==> src/rtl/core_pkg.sv <==
// rtl/core_pkg.sv - shared sequencer state and trap cause encodings
package core_pkg;

  typedef enum logic [2:0] {
    FETCH   = 3'd0,
    DECODE  = 3'd1,
    EXEC    = 3'd2,
    MEM     = 3'd3,
    WB      = 3'd4,
    INCR_PC = 3'd5,
    TRAP    = 3'd6
  } ctrl_state_t;

  typedef enum logic [2:0] {
    CAUSE_NONE     = 3'd0,
    CAUSE_ILLEGAL  = 3'd1,
    CAUSE_FETCH_TO = 3'd2,
    CAUSE_MEM_TO   = 3'd3,
    CAUSE_MISALIGN = 3'd4
  } trap_cause_t;

  // Counter width able to index 0..n-1, never narrower than one bit.
  function automatic int unsigned cnt_width(input int unsigned n);
    return (n > 1) ? $clog2(n) : 1;
  endfunction

endpackage

==> src/rtl/req_timeout.sv <==
// rtl/req_timeout.sv - request-without-ack watchdog shared by fetch and data access
module req_timeout
  import core_pkg::*;
#(
  parameter int unsigned LIMIT = 16
) (
  input  logic clk,
  input  logic rst_n,
  input  logic clr,
  input  logic req,
  input  logic ack,
  output logic expired
);

  localparam int unsigned CW = cnt_width(LIMIT);
  localparam logic [CW-1:0] LAST = (LIMIT == 0) ? '0 : CW'(LIMIT - 1);

  logic [CW-1:0] r_cnt;

  // r_cnt holds the number of earlier unacknowledged request cycles.
  always_ff @(posedge clk or negedge rst_n) begin
    if (!rst_n) begin
      r_cnt <= '0;
    end else if (clr || ack) begin
      r_cnt <= '0;
    end else if (req && !expired) begin
      r_cnt <= r_cnt + CW'(1);
    end
  end

  assign expired = (LIMIT != 0) && req && !ack && (r_cnt == LAST);

endmodule

==> src/rtl/ctrl_seq_fsm.sv <==
// rtl/ctrl_seq_fsm.sv - fetch/decode/execute/memory/writeback sequencer for the serial-ALU core
module ctrl_seq_fsm
  import core_pkg::*;
#(
  parameter int unsigned XLEN        = 32,
  parameter int unsigned DIGIT_W     = 4,
  parameter int unsigned PC_STEP     = 4,
  parameter logic [XLEN-1:0] RESET_PC = '0,
  parameter int unsigned MEM_TIMEOUT = 16,
  localparam int unsigned NDIG       = XLEN / DIGIT_W,
  localparam int unsigned DW         = cnt_width(NDIG)
) (
  input  logic            clk,
  input  logic            rst_n,
  output logic            imem_req,
  output logic [XLEN-1:0] imem_addr,
  input  logic            imem_ack,
  input  logic [31:0]     imem_rdata,
  output logic [31:0]     instr_q,
  input  logic            dec_illegal,
  input  logic            dec_need_alu,
  input  logic            dec_need_mem,
  input  logic            dec_mem_we,
  input  logic            dec_need_wb,
  output logic            alu_en,
  output logic [DW-1:0]   alu_digit,
  output logic            alu_first,
  output logic            alu_last,
  output logic            dmem_req,
  output logic            dmem_we,
  input  logic            dmem_ack,
  output logic            rf_we,
  input  logic            br_taken,
  input  logic [XLEN-1:0] br_target,
  output logic [XLEN-1:0] pc,
  output ctrl_state_t     state,
  output logic            trap,
  output trap_cause_t     trap_cause
);

  if (XLEN % DIGIT_W != 0) begin : g_bad_digit_w
    $error("XLEN must be a multiple of DIGIT_W");
  end
  if (PC_STEP == 0 || (PC_STEP & (PC_STEP - 1)) != 0) begin : g_bad_pc_step
    $error("PC_STEP must be a power of two");
  end

  localparam logic [DW-1:0]   LAST_DIG = DW'(NDIG - 1);
  localparam logic [XLEN-1:0] STEP     = XLEN'(PC_STEP);
  localparam logic [XLEN-1:0] ALIGN_M  = XLEN'(PC_STEP - 1);

  ctrl_state_t     r_state;
  ctrl_state_t     w_next;
  trap_cause_t     r_cause;
  trap_cause_t     w_cause;
  logic [XLEN-1:0] r_pc;
  logic [31:0]     r_instr;
  logic [DW-1:0]   r_digit;
  logic            r_need_mem;
  logic            r_mem_we;
  logic            r_need_wb;
  logic            r_trap;
  logic            w_pc_load;
  logic            w_misaligned;
  logic            w_to_req;
  logic            w_to_ack;
  logic            w_expired;

  // Derived from state alone so the watchdog never sits in a loop with the FSM decode.
  assign w_to_req     = (r_state == FETCH) || (r_state == MEM);
  assign w_to_ack     = (r_state == FETCH) ? imem_ack : dmem_ack;
  assign w_misaligned = (br_target & ALIGN_M) != '0;

  req_timeout #(
    .LIMIT (MEM_TIMEOUT)
  ) u_req_timeout (
    .clk     (clk),
    .rst_n   (rst_n),
    .clr     (!w_to_req),
    .req     (w_to_req),
    .ack     (w_to_ack),
    .expired (w_expired)
  );

  always_comb begin
    w_next    = r_state;
    w_cause   = CAUSE_NONE;
    w_pc_load = 1'b0;
    imem_req  = 1'b0;
    dmem_req  = 1'b0;
    dmem_we   = 1'b0;
    alu_en    = 1'b0;
    alu_first = 1'b0;
    alu_last  = 1'b0;
    rf_we     = 1'b0;
    case (r_state)
      FETCH: begin
        imem_req = 1'b1;
        if (imem_ack) begin
          w_next = DECODE;
        end else if (w_expired) begin
          w_next  = TRAP;
          w_cause = CAUSE_FETCH_TO;
        end
      end
      DECODE: begin
        if (dec_illegal) begin
          w_next  = TRAP;
          w_cause = CAUSE_ILLEGAL;
        end else if (dec_need_alu) begin
          w_next = EXEC;
        end else if (dec_need_mem) begin
          w_next = MEM;
        end else if (dec_need_wb) begin
          w_next = WB;
        end else begin
          w_next = INCR_PC;
        end
      end
      EXEC: begin
        alu_en    = 1'b1;
        alu_first = (r_digit == '0);
        alu_last  = (r_digit == LAST_DIG);
        if (alu_last) begin
          w_next = r_need_mem ? MEM : (r_need_wb ? WB : INCR_PC);
        end
      end
      MEM: begin
        dmem_req = 1'b1;
        dmem_we  = r_mem_we;
        if (dmem_ack) begin
          w_next = r_need_wb ? WB : INCR_PC;
        end else if (w_expired) begin
          w_next  = TRAP;
          w_cause = CAUSE_MEM_TO;
        end
      end
      WB: begin
        rf_we  = 1'b1;
        w_next = INCR_PC;
      end
      INCR_PC: begin
        if (br_taken && w_misaligned) begin
          w_next  = TRAP;
          w_cause = CAUSE_MISALIGN;
        end else begin
          w_pc_load = 1'b1;
          w_next    = FETCH;
        end
      end
      TRAP: begin
        w_next = TRAP;
      end
      default: begin
        w_next = TRAP;
      end
    endcase
  end

  always_ff @(posedge clk or negedge rst_n) begin
    if (!rst_n) begin
      r_state <= FETCH;
      r_trap  <= 1'b0;
      r_cause <= CAUSE_NONE;
    end else begin
      r_state <= w_next;
      if (w_next == TRAP && r_state != TRAP) begin
        r_trap  <= 1'b1;
        r_cause <= w_cause;
      end
    end
  end

  always_ff @(posedge clk or negedge rst_n) begin
    if (!rst_n) begin
      r_pc       <= RESET_PC;
      r_instr    <= '0;
      r_need_mem <= 1'b0;
      r_mem_we   <= 1'b0;
      r_need_wb  <= 1'b0;
    end else begin
      if (r_state == FETCH && imem_ack) begin
        r_instr <= imem_rdata;
      end
      if (r_state == DECODE) begin
        r_need_mem <= dec_need_mem;
        r_mem_we   <= dec_mem_we;
        r_need_wb  <= dec_need_wb;
      end
      if (w_pc_load) begin
        r_pc <= br_taken ? br_target : r_pc + STEP;
      end
    end
  end

  // The digit counter only moves inside EXEC, so it reads zero everywhere else.
  always_ff @(posedge clk or negedge rst_n) begin
    if (!rst_n) begin
      r_digit <= '0;
    end else if (r_state == EXEC && r_digit != LAST_DIG) begin
      r_digit <= r_digit + DW'(1);
    end else begin
      r_digit <= '0;
    end
  end

  assign imem_addr  = r_pc;
  assign pc         = r_pc;
  assign instr_q    = r_instr;
  assign alu_digit  = r_digit;
  assign state      = r_state;
  assign trap       = r_trap;
  assign trap_cause = r_cause;

endmodule

==> config.mk <==
export PLATFORM = sky130hd
export DESIGN_NAME = ctrl_seq_fsm
export DESIGN_NICKNAME = d
export VERILOG_FILES = /design/src/rtl/core_pkg.sv /design/src/rtl/req_timeout.sv /design/src/rtl/ctrl_seq_fsm.sv
export SDC_FILE = /design/constraint.sdc
export NUM_CORES = 1
export LEC_CHECK = 0
export ABC_AREA = 1
export CAP_MARGIN = 40
export CELL_PAD_IN_SITES_DETAIL_PLACEMENT = 0
export CELL_PAD_IN_SITES_GLOBAL_PLACEMENT = 2
export CORE_MARGIN = 1.5
export CORE_UTILIZATION = 23
export DETAILED_ROUTE_END_ITERATION = 10
export PLACE_DENSITY = 0.89
export SYNTH_ARGS = -nofsm -noshare
export SYNTH_HDL_FRONTEND = slang
export SYNTH_SLANG_ARGS = --single-unit
==> constraint.sdc <==
create_clock -name clk -period 2.3 [get_ports clk]
set_clock_uncertainty 0.1 [all_clocks]
set_input_delay 0.46 -clock clk [delete_from_list [all_inputs] [get_ports clk]]
set_output_delay 0.46 -clock clk [all_outputs]
set_load 0.1 [all_outputs]
* Word-level counts from Yosys, hierarchy flattened
Index checks and enable logic that the tools add are counted.
Storage, ports and cells: register bits after elaboration 81, input port bits 74, output and inout bits 113, word-level logic and storage cells 72
Cells by class: add/subtract/negate cells 3, equality and inequality tests 10, muxes and demuxes 33, reduce and logical (&&, ||, !) cells 16
Operators with widths (number):
- $mux W3 | 11
- $add A32 B3 Y32 const B | 1
- $mux W32 | 1
- $reduce_bool A32 Y1 | 1
- $pmux W3 S6 | 1
- $mux W1 | 13
- $eq A3 B3 Y1 const B | 4
- $pmux W3 S4 | 1
- $mux W2 | 4
- $mux W4 | 2
- $logic_and A1 B1 Y1 | 7
- $eq A3 B2 Y1 const B | 2
- $logic_not A3 Y1 | 2
- $ne A3 B3 Y1 const B | 2
- $add A4 B1 Y4 const B | 1
- $eq A4 B4 Y1 const B | 1
- $add A3 B1 Y3 const B | 1
- $eq A3 B1 Y1 const B | 1
- $logic_not A1 Y1 | 3
- $logic_or A1 B1 Y1 | 2
- $reduce_bool A2 Y1 | 1

* Logic depth before layout (Yosys ltp)
Gate-level depths: netlist of the first run.
depth in word-level cells 10, gate-level depth with buffers 11

* Modules after synthesis
Synthesis of the first run repeated with hierarchy kept, for this count alone.
Unflattened totals: cells, all modules 600, area, all modules 4906.0 um2
By module, submodules not included:
- ctrl_seq_fsm | times used 1, cells an instance 561, area an instance 4615.7 um2
- req_timeout | times used 1, cells an instance 39, area an instance 290.3 um2

* Worst setup path after synthesis of the first run
No wires, ideal clock.
path type reg2out, start point register r_state[1], in the netlist state[1], end point output alu_first, data arrival time 3.229 ns, setup slack -1.489 ns, cell stages (with the launch flop) 5, buffers on the path 0, path through dfrtp_1 > nand2_1 > nor2_4 > nand2_1 > nor2_1
On the way: word-level cells in the longest chain between the ends 2
RTL lines:
- start: declaration | RTL line ctrl_seq_fsm.sv:52 | ctrl_state_t r_state;
- start signal: assignment | RTL line ctrl_seq_fsm.sv:166 | r_state <= w_next;
- $eq A3 B2 Y1 | RTL line ctrl_seq_fsm.sv:96 | case (r_state)
- $mux W1 | RTL line ctrl_seq_fsm.sv:96
- end: declaration | RTL line ctrl_seq_fsm.sv:27 | output logic alu_first,
Every way passes these cells.

* Final worst setup path of the first run
start point register r_digit[0], in the netlist alu_digit[0], end point output alu_last
On the way: word-level cells in the longest chain between the ends 2
RTL lines:
- start: declaration | RTL line ctrl_seq_fsm.sv:58 | logic [DW-1:0] r_digit;
- start signal: assignment | RTL line ctrl_seq_fsm.sv:201 | r_digit <= r_digit + DW'(1);
- $eq A3 B3 Y1 | RTL line ctrl_seq_fsm.sv:123 | alu_last = (r_digit == LAST_DIG);
- $mux W1 | RTL line ctrl_seq_fsm.sv:96
- end: declaration | RTL line ctrl_seq_fsm.sv:28 | output logic alu_last,
Every way passes these cells.

==> results of run 1 <==
routing by layer:
metal	vias to the layer above	GRT usage [%]	wire length, µm
met5	-	0	27
met4	4	4.65	221
met3	15	5.09	1190
met2	149	22.8	6810
met1	2109	18.9	6900
li1	2429	-	-
area by class of cell:
type                    instances  area [µm²]
fillers                      2149       13200
well taps                     270         338
clock buffers                   9         225
repair buffers                207        1910
flip-flops and latches         81        2040
multi-input cells             489        2200
clock inverters                 7        78.8
inverters                      55         210
diodes                          1        2.50
logic make-up after synthesis:
logic type / after synthesis / share of synthesized area (%)
buf+inv: 103 / 11.2
compound gates: 55 / 6.91
mux: 2 / 0.449
xor+xnor: 1 / 0.185
flops: 81 / 42.8
simple gates: 426 / 37.2
fa+ha+maj: 5 / 1.32
registers in the layout, indices dropped and copies added (netlist names):
name / count
imem_addr: 32
instr_q: 32
u_req_timeout.r_cnt: 4
alu_digit: 3
state: 3
trap_cause: 3
r_mem_we: 1
r_need_mem: 1
r_need_wb: 1
trap: 1
placed cells by master (no fill, tap or decap), types with 2 or more instances in the layout:
master,instances
nand2_1,258
buf_4,121
nor2_1,105
dfrtp_1,76
clkdlybuf4s50_1,72
inv_1,47
nand3_1,27
o21ai_0,22
buf_12,14
nand3b_1,11
clkbuf_16,9
inv_2,7
a21oi_1,7
o22ai_1,7
nor2_4,6
nand2_2,5
o21ai_1,5
ha_1,5
a22oi_1,4
inv_8,4
nor3_1,3
nand3_2,3
nand4_1,3
o211ai_1,3
dfrtp_4,3
nor2_2,2
nand2_4,2
a31oi_1,2
dfrtp_2,2
critical path: stages, from the launching register on:
cell and delay (ns):
dfrtp_1 0.41, ha_1 0.21, ha_1 0.23, nand2_1 0.17, clkinvlp_4 0.12, buf_12 0.17
path summary, 6_finish.rpt:
kind                                           from                   endpoint  slack [ns]  depth (start not counted)
max                          alu_digit[0]$_DFF_PN0_                   alu_last        0.08                          5
min                                           rst_n  imem_addr[28]$_DFFE_PN0P_       0.006                          1
max reg2reg                imem_addr[3]$_DFFE_PN0P_  imem_addr[18]$_DFFE_PN0P_        0.40                          8
min reg2reg                  instr_q[7]$_DFFE_PN0P_     instr_q[7]$_DFFE_PN0P_        0.38                          2
max in group asynchronous                     rst_n      r_need_wb$_DFFE_PN0P_        1.51                          2
min in group clk             instr_q[7]$_DFFE_PN0P_     instr_q[7]$_DFFE_PN0P_        0.38                          2
report_power, final:
part           switching, mW  leakage, nW  internal, mW
combinational         0.0763         2.36         0.126
sequential           0.00103         1.03          1.42
clock                  0.717        0.151         0.779
total                  0.795         3.55          2.33
stage by stage:
stage | power [mW] | worst slack (ns) | instances | util (%) | cell area, µm²
detailed placement | 1.66 | 0.155 | 1100 | 33.1 | 6690
floorplan | 1.48 | -0.298 | 673 | - | 4780
global route | 3.25 | 0.0222 | 1118 | 34.6 | 7010
finish | 3.12 | 0.0761 | 1119 | 34.6 | 7010
global placement | 1.66 | 0.169 | 1100 | 33.1 | 6690
CTS | 3.19 | 0.00154 | 1116 | 34.6 | 6990
==> results.json, run 1 <==
{
  "maxSlewHeadroom_pct": 60.0,
  "drive_above_1_share_pct": 21.7,
  "yosysTopAreaCellShare_pct": 42.8,
  "start_util_pct": 23.4,
  "end_kind": "primary output",
  "cts_buffers": 9,
  "ys_top_cells_by_count": "nand2_1, nor2_1, dfrtp_1",
  "io_pins": 187,
  "p_leak_nw": 3.55,
  "required_ns": 1.74,
  "grt_max_degree": 41,
  "antenna_found_initial": 3,
  "grt_pass1_wl_um": 24600,
  "clock_path_buffers": 2,
  "async_reset_ff_share_pct": 100,
  "rows": 52,
  "cts_sinks": 81,
  "synth.most_common_cell": "nand2_1",
  "vias_per_cell": 4.21,
  "synth_area_leaders": "dfrtp_1, nand2_1, nor2_1",
  "fp.dieArea_mm2": 0.0215,
  "routabilityCongestion": 0.802,
  "grt_pass1_vias": 4667,
  "maxCapViolations": 0,
  "route.detailed.drc": 0,
  "die_width_um": 147,
  "status": "finished, final reports clean",
  "h-tree-depth": 3,
  "avgSynthCellArea_um2": 7.04,
  "synth-warning-count": 0,
  "die_h_um": 147,
  "tightest_slew_ns": 0.599,
  "cp-start-kind": "flop",
  "wl_per_cell_um": 13.5,
  "cts_root_buffer": "clkbuf_16",
  "hold_viol_final": 0,
  "syn-num-nets": 752,
  "drt-pass1-iter-count": 4,
  "area_delta_synth_final_pct": 47.8,
  "syn_inst": 673,
  "vias": 4706,
  "synth_largest_area_cell": "dfrtp_1",
  "period_minus_slack_ns": 2.22,
  "report.final.slew_viol_count": 0,
  "grt.total_usage_pct": 14.6,
  "portBuffers": 186,
  "overflow": 0,
  "max_freq_mhz": 450,
  "cts_tree": "done",
  "fin_crit_sh_pct": 96.7,
  "synth_cell_type_count": 35,
  "seq_area_frac_synth_pct": 42.8,
  "ir_drop_uv": 290,
  "cts_hold_buf": 0,
  "nets": 922,
  "clock_latency_ns": 0.35,
  "tns_ns": 0,
  "whs_ns": 0.00600,
  "rsz0062_at_grt": "false",
  "drt-initial-drc-count": 196,
  "cts_setup_buffers": 0,
  "ys_ff_latch": 81,
  "crit_arrival_ns": 1.66,
  "cellPowerDensity_mw_per_mm2": 446,
  "cts.repair.resized": 0,
  "synth_top_flop_cell": "dfrtp_1",
  "min_path_type": "input pin to async pin",
  "wl_um": 15200,
  "ant_nets": 0,
  "path_class": "flop to primary output",
  "final-setup-viol-count": 0,
  "crit_path_max_fanout": 4,
  "core_area_mm2": 0.0202,
  "synthesis.area_mm2": 0.00474,
  "dp_hpwl_um": 11800,
  "synth-edff-count": 0,
  "clk_pin_slew_ns": 0.07
}
Power figures use the tool's default switching activity.
==> run 2, diff against run 1 <==
--- a/config.mk
+++ b/config.mk
@@ -6,6 +6,7 @@
 export NUM_CORES = 1
 export LEC_CHECK = 0
 export ABC_AREA = 1
+export ABC_CLOCK_PERIOD_IN_PS = 2300
 export CAP_MARGIN = 40
 export CELL_PAD_IN_SITES_DETAIL_PLACEMENT = 0
 export CELL_PAD_IN_SITES_GLOBAL_PLACEMENT = 2
==> results of run 2 <==
No change in the layout: final DEF, timing and power equal those of run 1.
==> run 3, diff against run 2 <==
--- a/config.mk
+++ b/config.mk
@@ -14,6 +14,7 @@
 export CORE_UTILIZATION = 23
 export DETAILED_ROUTE_END_ITERATION = 10
 export PLACE_DENSITY = 0.89
+export RECOVER_POWER = 50
 export SYNTH_ARGS = -nofsm -noshare
 export SYNTH_HDL_FRONTEND = slang
 export SYNTH_SLANG_ARGS = --single-unit
==> constraint.sdc (replaced) <==
create_clock -name clk -period 2.3 [get_ports clk]
set_clock_uncertainty 0.1 [all_clocks]
set_input_delay 0.46 -clock clk [delete_from_list [all_inputs] [get_ports clk]]
set_output_delay 0.46 -clock clk [all_outputs]
set_load 0.02 [all_outputs]
==> run 3 against run 2 <==
Register-to-register slack got worse by 0.07 ns. Hold slack improved by 0.37 ns. Final cell count down 0.80%. Via count decreased by 0.59%. Critical path depth decreased by 3. Sequential power about the same. Core utilization is 0.24 points higher. Combinational power is essentially flat.
==> results.json, run 3 (synthesized netlist as in run 1, its figures left out) <==
{
  "clock_latency_ns": 0.35,
  "overflow": 0,
  "ant_nets": 0,
  "pwr-share-clk_pct": 52.5,
  "tightest_slew_ns": 0.944,
  "wl_per_cell_um": 14.2,
  "vias": 4678,
  "die_h_um": 147,
  "area_delta_synth_final_pct": 48.9,
  "final-setup-viol-count": 0,
  "grt.total_usage_pct": 15.0,
  "critPathSlowestCell": "clkdlybuf4s50_1",
  "die_width_um": 147,
  "fp.dieArea_mm2": 0.0215,
  "cts_setup_buffers": 0,
  "vias_per_cell": 4.21,
  "min_path_type": "flop to flop",
  "crit_arrival_ns": 1.65,
  "crit_path_max_fanout": 9,
  "ir_drop_uv": 321,
  "drt-initial-drc-count": 187,
  "power_report.internal_total_mw": 2.72,
  "drt-pass1-iter-count": 4,
  "end_kind": "primary output",
  "cp.depth": 2,
  "io_pins": 187,
  "nets": 914,
  "rows": 52,
  "finalPower_mw": 3.43,
  "status": "finished, final reports clean",
  "p_leak_nw": 3.36,
  "max_stage_delay_ns": 0.62,
  "start_util_pct": 23.4,
  "route.detailed.drc": 0,
  "required_ns": 1.74,
  "cp-start-kind": "flop",
  "drive_above_1_share_pct": 5.36,
  "portBuffers": 186,
  "cts_sinks": 81,
  "antenna_found_initial": 0,
  "core_area_mm2": 0.0202,
  "hold_viol_final": 0,
  "reg2reg_depth": 7,
  "maxCapViolations": 0,
  "diodes": 0,
  "final_cell_mix": "nand2_1, clkdlybuf4s50_1, nor2_1",
  "mostFrequentLayoutCell": "nand2_1",
  "clk_pin_slew_ns": 0.06,
  "grt_pass1_wl_um": 25100,
  "clock_path_buffers": 2,
  "period_minus_slack_ns": 2.21,
  "p_sw_uw": 710,
  "h-tree-depth": 3,
  "seq_power_share_pct": 41.6,
  "hold_depth": 2,
  "power_frac_comb_pct": 5.9,
  "maxSlewHeadroom_pct": 37.1,
  "grt_max_degree": 51,
  "fin_crit_sh_pct": 96.3,
  "tns_ns": 0,
  "crit_buf_inv": 1,
  "grt_pass1_vias": 4517,
  "cts_buffers": 9,
  "cts_root_buffer": "clkbuf_16",
  "sw_frac_of_total_pct": 20.7,
  "max_freq_mhz": 452,
  "cts_tree": "done",
  "cellPowerDensity_mw_per_mm2": 486,
  "rsz0062_at_grt": "false",
  "crit_chain": "nor2_4 > clkdlybuf4s50_1",
  "path_class": "flop to primary output",
  "wl_um": 15800,
  "fillers": 2126,
  "report.final.slew_viol_count": 0,
  "cp_top_family": "buffers and inverters",
  "routabilityCongestion": 0.804,
  "dp_hpwl_um": 12200
}
run 3: cell types whose count changed in the layout (fill, tap and decap cells not counted), moves of 4 or more:
cell	change
buf_12	-13
buf_4	-112
bufinv_16	+4
clkdlybuf4s50_1	+106
dlygate4sd2_1	+4
inv_1	+4
inv_8	-4
nand2_1	+4
nor2_1	+4
run 3: metal layers:
metal | GRT usage, % | vias to the layer above | part of all wire (%)
met5 | 0 | - | 0
met1 | 19.2 | 2087 | 46
met3 | 5.72 | 11 | 9.0
met2 | 23.4 | 168 | 44
met4 | 4.19 | 0 | 1.3
li1 | - | 2412 | -
run 3: cell type report:
type	count	area, µm²	share of cell area, %
Inverter	55	206	2.93
Clock buffer	9	225	3.19
Tap cell	270	338	4.79
Multi-Input combinational cell	489	2160	30.6
Sequential cell	81	2030	28.8
Clock inverter	7	141	2.00
Timing Repair Buffer	199	1960	27.7
run 3: power groups by stage:
stage | clock [mW] | combinational (mW) | sequential, mW
3_3_place_gp | 0 | 0.212 | 1.45
3_5_place_dp | 0 | 0.210 | 1.45
2_1_floorplan | 0 | 0.0277 | 1.45
6_report | 1.80 | 0.204 | 1.43
4_1_cts | 1.86 | 0.212 | 1.43
5_1_grt | 1.92 | 0.223 | 1.43
run 3: through the flow:
stage | utilization, % | setup slack, ns | hold slack [ns] | area, µm² | cells
2_1_floorplan | - | 0.437 | 0.0644 | 4740 | 673
3_3_place_gp | 33.2 | 0.0819 | 0.241 | 6720 | 1093
3_5_place_dp | 33.2 | 0.133 | 0.241 | 6720 | 1093
4_1_cts | 35.0 | 0.0565 | 0.383 | 7090 | 1110
5_1_grt | 34.9 | 0.0203 | 0.399 | 7060 | 1110
6_report | 34.9 | 0.0861 | 0.374 | 7060 | 1110
run 3: final timing paths:
path | startpoint | endpoint | slack [ns]
worst max-delay path | state[2]$_DFF_PN0_ | dmem_req | 0.09
worst min-delay path | trap_cause[1]$_DFFE_PN0P_ | trap_cause[1]$_DFFE_PN0P_ | 0.37
worst max register to register | state[2]$_DFF_PN0_ | imem_addr[3]$_DFFE_PN0P_ | 0.33
worst min register to register | trap_cause[1]$_DFFE_PN0P_ | trap_cause[1]$_DFFE_PN0P_ | 0.37
max in group asynchronous | rst_n | imem_addr[19]$_DFFE_PN0P_ | 0.35
min in group asynchronous | rst_n | imem_addr[9]$_DFFE_PN0P_ | 0.68
run 3: repair_timing:
action                                 CTS  global route
hold buffers                             1             0
endpoints found under the hold margin   12             0
pin swaps                                0             0
gates resized for setup                  8             2
setup endpoints to repair                7             2
run 3: worst min-delay path, delay by kind of cell, from the launching register on:
kind / cells / cell delay [ns]
flops: 1 / 0.35
simple gates: 2 / 0.09
